<file path="src/rtl/rv32i_pkg.sv">
// Shared RV32I datapath widths and register-file types.
package rv32i_pkg;

    localparam int unsigned DPW        = 32;
    localparam int unsigned NREGS      = 32;
    localparam int unsigned REG_ADDR_W = 5;

    typedef logic [REG_ADDR_W-1:0] reg_addr_t;
    typedef logic [DPW-1:0]        word_t;

    localparam reg_addr_t ZERO_REG = 5'd0;

endpackage : rv32i_pkg

</file>
<file path="src/rtl/regfile_array.sv">
// Integer register storage: one write port, two write-through read ports, x0 hardwired.
module regfile_array
    import rv32i_pkg::*;
(
    input  logic      clk,
    input  logic      rst,
    input  logic      we,
    input  reg_addr_t wa,
    input  word_t     wd,
    input  reg_addr_t ra1,
    input  reg_addr_t ra2,
    output word_t     rd1_c,
    output word_t     rd2_c
);

    word_t regs [NREGS];

    // Entry 0 is cleared on reset and never written afterwards.
    always_ff @(posedge clk) begin
        if (rst) begin
            for (int i = 0; i < int'(NREGS); i++) begin
                regs[i] <= '0;
            end
        end else if (we && (wa != ZERO_REG)) begin
            regs[wa] <= wd;
        end
    end

    function automatic word_t readPort(input reg_addr_t ra, input word_t stored);
        if (ra == ZERO_REG) begin
            return '0;
        end else if (we && (wa == ra)) begin
            return wd;
        end else begin
            return stored;
        end
    endfunction

    always_comb begin
        rd1_c = readPort(ra1, regs[ra1]);
        rd2_c = readPort(ra2, regs[ra2]);
    end

endmodule : regfile_array

</file>
<file path="src/rtl/regfile_decode_stage.sv">
// Register file plus D->E pipeline register with stall, flush and operand refresh.
module regfile_decode_stage
    import rv32i_pkg::*;
(
    input  logic      clk,
    input  logic      rst,
    input  logic      regwriteW,
    input  reg_addr_t RdW,
    input  word_t     resultW,
    input  reg_addr_t Rs1D,
    input  reg_addr_t Rs2D,
    input  reg_addr_t RdD,
    input  logic      stallE,
    input  logic      flushE,
    output word_t     RD1E,
    output word_t     RD2E,
    output reg_addr_t Rs1E,
    output reg_addr_t Rs2E,
    output reg_addr_t RdE
);

    word_t rd1D;
    word_t rd2D;
    logic  refresh1;
    logic  refresh2;

    regfile_array uArray (
        .clk   (clk),
        .rst   (rst),
        .we    (regwriteW),
        .wa    (RdW),
        .wd    (resultW),
        .ra1   (Rs1D),
        .ra2   (Rs2D),
        .rd1_c (rd1D),
        .rd2_c (rd2D)
    );

    // A held operand picks up a writeback to its own source so it never goes stale.
    always_comb begin
        refresh1 = regwriteW && (RdW == Rs1E) && (Rs1E != ZERO_REG);
        refresh2 = regwriteW && (RdW == Rs2E) && (Rs2E != ZERO_REG);
    end

    always_ff @(posedge clk) begin
        if (rst || flushE) begin
            RD1E <= '0;
            RD2E <= '0;
            Rs1E <= '0;
            Rs2E <= '0;
            RdE  <= '0;
        end else if (stallE) begin
            if (refresh1) begin
                RD1E <= resultW;
            end
            if (refresh2) begin
                RD2E <= resultW;
            end
        end else begin
            RD1E <= rd1D;
            RD2E <= rd2D;
            Rs1E <= Rs1D;
            Rs2E <= Rs2D;
            RdE  <= RdD;
        end
    end

endmodule : regfile_decode_stage

</file>
<file path="config.mk">
export PLATFORM = sky130hd
export DESIGN_NAME = regfile_decode_stage
export DESIGN_NICKNAME = d
export VERILOG_FILES = /design/src/rtl/rv32i_pkg.sv /design/src/rtl/regfile_array.sv /design/src/rtl/regfile_decode_stage.sv
export SDC_FILE = /design/constraint.sdc
export NUM_CORES = 2
export LEC_CHECK = 0
export CAP_MARGIN = 20
export CORE_UTILIZATION = 40
export DETAILED_ROUTE_END_ITERATION = 7
export GPL_TIMING_DRIVEN = 0
export PLACE_DENSITY = 0.57
export SKIP_LAST_GASP = 1
export SLEW_MARGIN = 10
export SYNTH_ARGS = -nofsm -noshare
export SYNTH_HDL_FRONTEND = slang
export SYNTH_HIERARCHICAL = 1
export SYNTH_SLANG_ARGS = --single-unit
export TNS_END_PERCENT = 50
</file>
<file path="constraint.sdc">
create_clock -name clk -period 2.7 [get_ports clk]
set_input_delay 0.54 -clock clk [delete_from_list [all_inputs] [get_ports clk]]
set_output_delay 0.54 -clock clk [all_outputs]
set_load 0.005 [all_outputs]
</file>
Word-level counts from Yosys, hierarchy flattened
Memory sizes are Yosys's and may differ from the RTL's.
Index checks and enable logic that the tools add are counted.

storage, ports and cells
  memories kept = 1
  input bits = 57
  logic and storage cells = 42
  bits in read-only memories = 0
  output and inout port bits = 79
  latch bits = 0
  flip-flop bits (word level) = 79
  RAM bits = 1,024

memory list
  memory       depth  bits a word  rd ports  clocked after memory_dff  write ports  line                 RTL
  uArray.regs  32     32           2         0                         32           regfile_array.sv:16  word_t regs [NREGS];

operators by class
  muxes and demuxes = 16
  shift-type cells = 0
  add/subtract/negate cells = 0
  reduce and logical (&&, ||, !) cells = 14
  equal/unequal tests = 6
  bitwise gates (word level) = 0
  multipliers = 0
  order comparisons = 0
  divide/modulo/power cells = 0

operators by type and width
  cell                                                                      count
  32-bit 2-to-1 mux                                                         9
  32-bit OR reduction                                                       1
  5-bit == test                                                             4
  5-bit nonzero test                                                        3
  5-bit logical NOT                                                         2
  1-bit logical AND                                                         7
  1-bit 2-to-1 mux                                                          6
  5-bit 2-to-1 mux                                                          1
  2-bit by 1-bit inequality test with 1-bit output (second input constant)  2
  1-bit logical OR                                                          1

Logic depth before layout (Yosys ltp)
  word-level depth = 7
  mapped depth = 12
  mapped depth without buffers = 8

Cells and area by module
Netlist, hierarchy kept.

by module, submodules not included
  module                area each (um^2)  seq. area each (um^2)  instances  cells an instance
  regfile_array         55,185.4          30,749.5               1          3,830
  regfile_decode_stage  4,131.5           1,581.5                1          433

Least setup slack after synthesis
Ideal clock, no wire load.

  path kind = input -> register
  start point = input Rs1D[0]
  end point = register RD1E[29]
  arrival = 2.569 ns
  library setup time = 0.121 ns
  buffers on the path = 3
  slack = 0.010 ns
  data required time = 2.579 ns
  cell stages on the path = 10
  cell sequence = buf_2 buf_2 buf_2 mux4_2 a211oi_1 nand2_1 a32o_1 mux2_2 nand2_1 mux2i_1

between the ends
  longest elaborated chain between the ends = 5
  elaborated cells on any way between the ends = 7
  classes of those cells = eq/ne: 1; mux: 3; reduce/logical: 2; memory: 1

ends and longest elaborated chain
  element                                                                     line                        RTL
  start, declared                                                             regfile_decode_stage.sv:10  input reg_addr_t Rs1D,
  parallel branches: the longest is 3 deep, another holds memory 32 x 32 bit  -
  32-bit 2-to-1 mux (*)                                                       regfile_array.sv:30         if (ra == ZERO_REG) begin
  named net rd1D[29]                                                          regfile_decode_stage.sv:22  word_t rd1D;
  32-bit 2-to-1 mux (*)                                                       regfile_decode_stage.sv:52  end else if (stallE) begin
  end signal, assigned                                                        regfile_decode_stage.sv:54  RD1E <= resultW;
  end signal, assigned                                                        regfile_decode_stage.sv:60  RD1E <= rd1D;
  end, declared                                                               regfile_decode_stage.sv:15  output word_t RD1E,

Mark *: on every way through the listed nets, which the timed path passes.
A chain may end at the register's enable or synchronous reset.

Worst setup path in the final report
  start point = input Rs2D[2]
  end point = register RD2E[18]

between the ends
  longest elaborated chain between the ends = 5
  elaborated cells on any way between the ends = 7
  classes of those cells = eq/ne: 1; mux: 3; reduce/logical: 2; memory: 1

ends and longest elaborated chain
  element                                                                     line                        RTL
  start, declared                                                             regfile_decode_stage.sv:11  input reg_addr_t Rs2D,
  parallel branches: the longest is 3 deep, another holds memory 32 x 32 bit  -
  32-bit 2-to-1 mux (*)                                                       regfile_array.sv:30
  named net rd2D[18]                                                          regfile_decode_stage.sv:23  word_t rd2D;
  32-bit 2-to-1 mux (*)                                                       regfile_decode_stage.sv:52
  end signal, assigned                                                        regfile_decode_stage.sv:57  RD2E <= resultW;
  end signal, assigned                                                        regfile_decode_stage.sv:61  RD2E <= rd2D;
  end, declared                                                               regfile_decode_stage.sv:16  output word_t RD2E,

Marks and branches as above.

==> metrics.txt <==
clk root buf clkbuf_16; Worst-path clk slew 60 ps; Final Net Count 4697; post-synthesis cell count 4263; register area share after synthesis between 50% and 60%; largest net degree at the start of global routing 33; max_slew headroom 22.85%; worst skew pair latency 780 ps; Worst EP arrival between 3000 and 4000 ps; Hold-fix buffers, CTS 0; initial antenna violation count 11; Die Height 387.1 um; Final Max Slew Viols 0; row cnt 140; Tmin final roughly 2900 ps; htree depth 3; dpl hpwl 199600 um; WS Path Type in2reg; final period utilization 107.4%; Post-synth ARST share 0%; synthesized area 59320 um2; Leakage 24.74 nW; critical path required time 3390 ps; number of global-route vias before repair between 40000 and 50000; Synth Area per Inst 13.91 um2; Sink Count 1103; Vias 44180; worst hold path class in2reg; Layout fillers 12830; status complete, but fails checks; Worst Max-Slew Pin Slew 1157 ps; Peak Freq 0.3448 GHz; DIE WIDTH between 300 and 400 um; wire length per cell 42.20 um; final hold violation count 0; Worst Setup End Kind register; initial drt markers 7477; placed insts 6388; CP max FO 10; worst hold margin approximately 180 ps; drc violations 0; failing checks setup timing; Setup Total Neg Slack -14400 ps; area of the multi-input gates 25820 um2; Worst IR Drop VDD about 0.54 mV; gpl congestion 1.064; Distinct cells, synth 57; hold_sp Rs1D[0]; Reg area 32330 um2; post-synth top area cell edfxtp_1; post-route insts no fill 6667; layout cells sized above 1 25.75%; RSZ-0062 raised after global routing true; CP Launch Type input pin; IO Count about 140; Num CTS Buffers 121; Ys Warns 6; port bufs 135; ys flop type edfxtp_1; Crit. Startpoint Rs2D[2]; die area approximately 150000 um2; Setup Skew 36.58 ps; Initial Utilization 40.51%; Routed Antenna Nets 0; top cells by area, synth edfxtp_1 52%, mux4_2 14%, and2_1 10%; first-pass GRT wire length between 300000 and 400000 um; deepest clock path buffer count 3; CORE AREA roughly 150000 um2; max_cap viols 0; CTS tree yes; Pre-antenna DRT Iters 6; setup slack after layout -200.4 ps; Area Overhead vs Synth 19.06%; #FFs+latches synth between 1000 and 1500; Power Density 623.6 nW/um2; RR Startpoint Rs2E[4]$_SDFFE_PP0N_; vias per cell 6.627; Finish-stage setup viols 185; top-area cell type share of the netlist area between 50% and 60%; global route total overflow 0; total wire length 281300 um; gr usage total 36.72%; Post-synth EDFFs 1024
power by group:
part	switching, W	internal (W)
Clock	0.00727	0.00990
Combinational	0.00426	0.00252
Sequential	0.000496	0.0196
Total	0.0120	0.0320
per-layer routing:
layer / track usage, % / vias up / wire (um) / part of all wire [%]
li1: - / 17080 / - / -
met1: 48.22 / 22820 / 104000 / 37
met2: 52.16 / 3562 / 117400 / 42
met3: 10.73 / 718 / 36020 / 13
met4: 25.56 / 4 / 23830 / 8.5
met5: 0 / - / 27 / 0.0096
layout make-up:
type / instances / area share, %
multi-input cells: 2710 / 36.56
diodes: 5 / 0.01772
well taps: 1917 / 3.396
clock inverters: 54 / 0.8309
inverters: 35 / 0.1860
repair buffers: 221 / 3.609
flip-flops and latches: 1103 / 45.78
plain buffers: 448 / 4.728
clock buffers: 174 / 4.890
sequential cells by signal, summed over array words and instances, names as in the netlist:
register and count:
RD2E 32, uArray/regs 1024, RD1E 32, RdE 5
Rs2E 5, Rs1E 5
path summary, 6_finish.rpt:
kind                      endpoint  slack [ps]  depth (start not counted)
max reg2reg  RD2E[10]$_SDFFE_PP0P_         -50                          5
min           Rs1E[0]$_SDFFE_PP0N_         180                          3
max          RD2E[18]$_SDFFE_PP0P_        -200                         10
min reg2reg  RD1E[19]$_SDFFE_PP0P_         460                          2
per-stage QoR:
stage | utilization (%) | total power [W] | cell area [um2] | setup slack, ps
5_1_grt | 48.22 | 0.04478 | 70610 | -56.08
4_1_cts | 47.73 | 0.04368 | 69900 | -302.8
3_5_place_dp | 43.64 | 0.02640 | 63910 | -2632
2_1_floorplan | - | 0.02338 | 59430 | 9.512
3_3_place_gp | 43.15 | 0.02626 | 63180 | -3296
6_report | 48.23 | 0.04404 | 70630 | -200.4
cell usage after synthesis (all sizes together), types with 2 or more instances:
library cell and n:
nor2b 6, or2 36, a32o 32, and3 18, o221ai 39, a31oi 25, a221o 5, a311o 2
nand2b 7, buf 134, a311oi 72, a211oi 32, dfxtp 79, mux2i 294, a21oi 32, o21ai 90
mux4 380, or3b 4, nor3 27, o22ai 79, a2111oi 15, mux2 115, a221oi 4, inv 35
nand2 124, edfxtp 1024, a211o 10, and2 996, nor4 9, nor2 94, a22oi 85, xnor2 11
or3 4, clkbuf 322, nand3b 6, nand3 2, xor2 7
critical path, cell delays in order:
cell             delay (ps)
clkdlybuf4s15_2         340
buf_2                   320
buf_6                   270
buf_6                   310
mux2i_1                 330
a2111oi_1               610
nor3_1                  130
nor2_2                  270
o21ai_0                 150
a311oi_2                280
kinds of logic after synthesis:
logic type	count (synthesis)	synth area share, %
muxes	789	21.57
buffers and inverters	491	3.776
xor gates and xnor gates	18	0.2658
DFF	1103	54.51
and+or+nand+nor	1337	13.19
AOI/OAI and AO/OA	524	6.689
other	1	0.006322
cells in the final DEF, fill, tap and decap left out, types with 18 or more instances in the layout:
| master | instances |
|---|---|
| o22ai_1 | 73 |
| a31oi_1 | 25 |
| conb_1 | 32 |
| buf_12 | 57 |
| or2_4 | 24 |
| buf_6 | 48 |
| dfxtp_1 | 79 |
| edfxtp_1 | 1024 |
| mux2i_1 | 268 |
| mux4_2 | 380 |
| a22oi_1 | 78 |
| o221ai_1 | 27 |
| mux2_2 | 115 |
| inv_1 | 35 |
| nor2_2 | 20 |
| and2_1 | 994 |
| nor2_1 | 57 |
| clkbuf_8 | 22 |
| nand2_1 | 106 |
| buf_8 | 36 |
| buf_2 | 20 |
| clkdlybuf4s50_1 | 123 |
| clkbuf_2 | 43 |
| clkbuf_16 | 135 |
| a32o_1 | 28 |
| nand2_2 | 18 |
| or2_2 | 19 |
| a311oi_1 | 37 |
| a311oi_2 | 35 |
| clkbuf_1 | 260 |
| buf_4 | 58 |
| a21oi_1 | 31 |
| clkbuf_4 | 22 |
| nor3_1 | 22 |
| o21ai_0 | 71 |
timing repair:
action                                  4_1_cts  5_1_grt
setup buffers                                29       12
cloned                                        8        5
pin swaps                                    27       15
resized for setup                           501      170
endpoints found under the setup margin     1883      801
No activity file was read; power rests on OpenSTA's default activity.
